## src/rtl/aw_rr_arbiter.sv

```systemverilog
// rtl/aw_rr_arbiter.sv - round-robin AW arbiter feeding one AW FIFO, with W-order queue
// Grants one master per cycle into the FIFO and remembers grant order so W data follows AW order.
module aw_rr_arbiter #(
  parameter int NUM_M     = 2,
  parameter int DW        = 45,
  parameter int MAX_OUTST = 4
) (
  input  logic                          clk,
  input  logic                          rstn,
  input  logic [NUM_M-1:0]              m_awvalid,
  input  logic [NUM_M*DW-1:0]           m_awdata,
  output logic [NUM_M-1:0]              m_awready,
  output logic                          fifo_wpush,
  output logic [DW-1:0]                 fifo_wdata,
  input  logic                          fifo_wfull,
  output logic [$clog2(NUM_M)-1:0]      w_sel,
  output logic                          w_sel_valid,
  input  logic                          w_last_done,
  output logic [$clog2(MAX_OUTST):0]    outst_cnt
);

  localparam int SW = $clog2(NUM_M);
  localparam int PW = $clog2(MAX_OUTST);
  localparam int CW = PW + 1;

  logic [SW-1:0] r_prio;
  logic [CW-1:0] r_wr_ptr;
  logic [CW-1:0] r_rd_ptr;
  logic [SW-1:0] r_q [MAX_OUTST];

  logic [DW-1:0] w_words [NUM_M];
  logic [SW-1:0] w_g;
  logic          w_found;
  logic          w_full;
  logic          w_grant;
  logic          w_pop;
  logic [CW-1:0] w_cnt;

  for (genvar gi = 0; gi < NUM_M; gi++) begin : g_unpack
    assign w_words[gi] = m_awdata[gi*DW +: DW];
  end

  // First valid master at or after the priority pointer, wrapping modulo NUM_M.
  always_comb begin
    logic [SW:0] sum;
    logic [SW-1:0] idx;
    w_found = 1'b0;
    w_g     = '0;
    for (int k = 0; k < NUM_M; k++) begin
      sum = {1'b0, r_prio} + (SW+1)'(k);
      if (sum >= (SW+1)'(NUM_M)) sum = sum - (SW+1)'(NUM_M);
      idx = sum[SW-1:0];
      if (!w_found && m_awvalid[idx]) begin
        w_found = 1'b1;
        w_g     = idx;
      end
    end
  end

  assign w_cnt       = r_wr_ptr - r_rd_ptr;
  assign w_full      = (w_cnt == CW'(MAX_OUTST));
  // rstn gates the grant so outputs drop immediately while reset is held.
  assign w_grant     = rstn && !fifo_wfull && !w_full && w_found;
  assign w_sel_valid = (r_wr_ptr != r_rd_ptr);
  assign w_pop       = w_last_done && w_sel_valid;

  assign m_awready   = w_grant ? (NUM_M'(1) << w_g) : '0;
  assign fifo_wpush  = w_grant;
  assign fifo_wdata  = w_grant ? w_words[w_g] : '0;
  assign w_sel       = w_sel_valid ? r_q[r_rd_ptr[PW-1:0]] : '0;
  assign outst_cnt   = w_cnt;

  always_ff @(posedge clk or negedge rstn) begin
    if (!rstn) begin
      r_prio   <= '0;
      r_wr_ptr <= '0;
      r_rd_ptr <= '0;
      for (int i = 0; i < MAX_OUTST; i++) r_q[i] <= '0;
    end else begin
      if (w_grant) begin
        r_q[r_wr_ptr[PW-1:0]] <= w_g;
        r_wr_ptr              <= r_wr_ptr + CW'(1);
        r_prio                <= (w_g == SW'(NUM_M-1)) ? '0 : w_g + SW'(1);
      end
      if (w_pop) r_rd_ptr <= r_rd_ptr + CW'(1);
    end
  end

endmodule
```

## config.mk

```make
export PLATFORM = sky130hd
export DESIGN_NAME = aw_rr_arbiter
export DESIGN_NICKNAME = d
export VERILOG_FILES = /design/src/rtl/aw_rr_arbiter.sv
export SDC_FILE = /design/constraint.sdc
export NUM_CORES = 1
export LEC_CHECK = 0
export BUFFER_PORTS_ARGS = -buffer_cell sky130_fd_sc_hd__buf_2
export CAP_MARGIN = 20
export CORE_MARGIN = 5
export CORE_UTILIZATION = 41
export DETAILED_ROUTE_END_ITERATION = 12
export PLACE_DENSITY = 0.87
export SETUP_SLACK_MARGIN = 0.5
export SLEW_MARGIN = 15
export SYNTH_ARGS = -nofsm -noshare
export SYNTH_HDL_FRONTEND = slang
export SYNTH_SLANG_ARGS = --single-unit
export TNS_END_PERCENT = 100
```

## constraint.sdc

```tcl
create_clock -name clk -period 3.6 [get_ports clk]
set_input_delay 0.18 -clock clk [delete_from_list [all_inputs] [get_ports clk]]
set_output_delay 0.18 -clock clk [all_outputs]
set_load 0.01 [all_outputs]
```

==> run metrics <==
Setup crit start kind=register; CP cell instances=inv_1, ha_1, inv_1, fa_1, xnor3_2, a211o_1, buf_4, a21oi_1, buf_2; Yosys top cell area share=20.8%; die width=73.7 microns; Hold Path Class=in -> reg; crit-path max cell delay=0.42 ns; I/O pin cnt=149; most used cell along the critical path=inv_1; initial core utilization=41.8%; die area=5430 sq um; synth-to-layout area growth=45.8%; RSZ-0062 raised after global routing=false; port bufs=148; status=complete, no violations; Synth area leader=o211ai_1; power share of the combinational group=71.8%; total global-route track usage=22.1%; min cycle time layout=2.77 ns; Die H=73.7 microns; routed wire length per instance=15.9 microns; Power Density=567 nW/um^2; row cnt=23; Clock Latency Late Sink=0.24 ns; total gr overflow=0; # fillers=368; Leak Pwr=0.00119 uW; Max Buffers Root-to-Sink=2; synthesized flop and latch total=11; worst-path fanout max=25; sequential share of power=19.0%; H-tree levels=1; total CTS buffers=3; worst vdd ir=0.000311 V; pin count of the biggest net entering global routing=49; crit share post-route=76.9%; Worst-path clk slew=0.05 ns; Worst Tran Pin Value=0.871 ns; Unique masters post-synth=27; Mapped Cells=231; hold buffer count at CTS=1; top post-synthesis cells by area=o211ai_1, dfrtp_1, o21ai_0; core area=3970 sq um; vias post-DR=2331; switching power=696 uW; via/cell ratio=5.70; Clock Skew=0.00467 ns; worst setup margin=0.831 ns; first-pass GRT wire length=9760 microns; Final Hold Fails=0; postcts setup bufs=0; Rel. slew slack=41.9%; DP Wirelength=4690 microns; DRC errors left=0; Syn Nets=335; Placer Congestion=0.793; crit path kind=reg -> out; hold_ws=0.232 ns; Max-cap violations=0; post_cts resized=0; fin nets=464; most frequent cells in the layout=buf_2, o21ai_0, o211ai_1, a21oi_1, dfrtp_1; Total Neg Setup Slack=0 ns; slowest stage cell on the critical path=dfrtp_1; Syn Std Cell Area=1660 sq um; Clk pwr share=9.2%; layout cell share with drive strength beyond 1=47.4%; CTS Root Cell=clkbuf_8; Net Sw Frac=50.6%; syn avg cell area=7.19 sq um; CTS tree=done; vias in the first global route=2247; Post-Route WL=6490 microns; initial antenna violation count=0; DRT antenna net count=0; commonest non-fill, non-tap cell in the layout=buf_2; clk sinks=11; overall power=1370 uW; Pre-antenna DRT Iters=4; Setup WS pre-CTS=1.04 ns; Finish-stage setup viols=0; Pint=679 uW; crit path DAT=2.59 ns; Crit. End Element=output pin; Antenna Cells=0; DR iter-0 viols=126; register area share after synthesis=16.6%; yosys warns=0; highest clock rate=361 MHz; Critical Path RT=3.42 ns; Max Slew Vio Count=0
## critical path, delay by kind of cell, from the launching register on
kind                     cells  cell delay, ns
adder cells (fa/ha/maj)      2            0.56
XOR/XNOR                     1            0.30
AO/OA/AOI/OAI                2            0.49
buffers and inverters        4            0.58
flip-flops                   1            0.42
## flip-flops by register name (all words and copies together), names as in the netlist
signal and cells:
r_prio 1, r_wr_ptr 3, r_rd_ptr 3, r_q 4
## layer usage
metal | track usage, % | share of wire, % | up-vias
met3 | 3.28 | 8.6 | 13
met2 | 38.4 | 50 | 120
met1 | 27.3 | 40 | 1071
met4 | 8.25 | 1.8 | 0
li1 | - | - | 1127
met5 | 0 | 0 | -
## cell type report
type | instances | area, sq um | share of cell area, %
clock buffers | 3 | 41.3 | 1.70
clock inverters | 1 | 5.00 | 0.207
inverters | 12 | 45.0 | 1.86
multi-input cells | 178 | 1200 | 49.7
flip-flops and latches | 11 | 275 | 11.4
well taps | 50 | 62.6 | 2.58
repair buffers | 154 | 788 | 32.5
## stage by stage
step                instances  utilization, %  area, sq um
CTS                       409            61.0         2420
floorplan                 231               -         1660
detailed placement        404            59.6         2370
finish                    409            61.0         2420
global route              409            61.0         2420
global placement          404            59.6         2370
## final timing paths
kind | from | endpoint | slack (ns) | depth (start not counted)
min | w_last_done | r_rd_ptr[2] | 0.23 | 3
max | r_wr_ptr[0] | fifo_wdata[10] | 0.83 | 9
min reg2reg | r_q[3] | r_q[3] | 0.52 | 1
min in group asynchronous | rstn | r_q[1] | 0.34 | 2
max in group asynchronous | rstn | r_wr_ptr[1] | 3.04 | 2
max reg2reg | r_wr_ptr[0] | r_wr_ptr[1] | 1.02 | 8
## synth_stat cells
master	count
xnor3_2	1
nand2_1	1
buf_4	1
a211o_1	1
xor2_1	1
clkinv_1	1
nand2b_1	1
clkbuf_1	26
a2111oi_0	4
nor2b_1	2
fa_1	1
mux2_2	8
ha_1	7
dfrtp_1	11
o211ai_1	46
buf_6	3
mux4_2	1
a21oi_1	45
nor2_1	4
o21ai_0	47
mux2i_1	1
and2_1	1
or2_2	1
xnor2_1	4
inv_1	10
inv_2	1
nor3_1	1
## power by group through the flow
| stage | sequential, uW | clock (uW) | combinational (uW) |
|---|---|---|---|
| floorplan | 231 | 0 | 692 |
| global placement | 253 | 0 | 946 |
| detailed placement | 261 | 0 | 973 |
| CTS | 260 | 128 | 985 |
| global route | 270 | 135 | 1080 |
| finish | 261 | 127 | 987 |
## cells by family after synthesis
| kind of cell | count (synthesis) | synth area share [%] |
|---|---|---|
| AOI/OAI and AO/OA | 143 | 51.1 |
| xor gates and xnor gates | 6 | 4.07 |
| adders and majority gates | 8 | 6.48 |
| buffers and inverters | 42 | 11.1 |
| DFF | 11 | 16.6 |
| muxes | 10 | 7.38 |
| and+or+nand+nor | 11 | 3.31 |
Power figures use the tool's default switching activity.
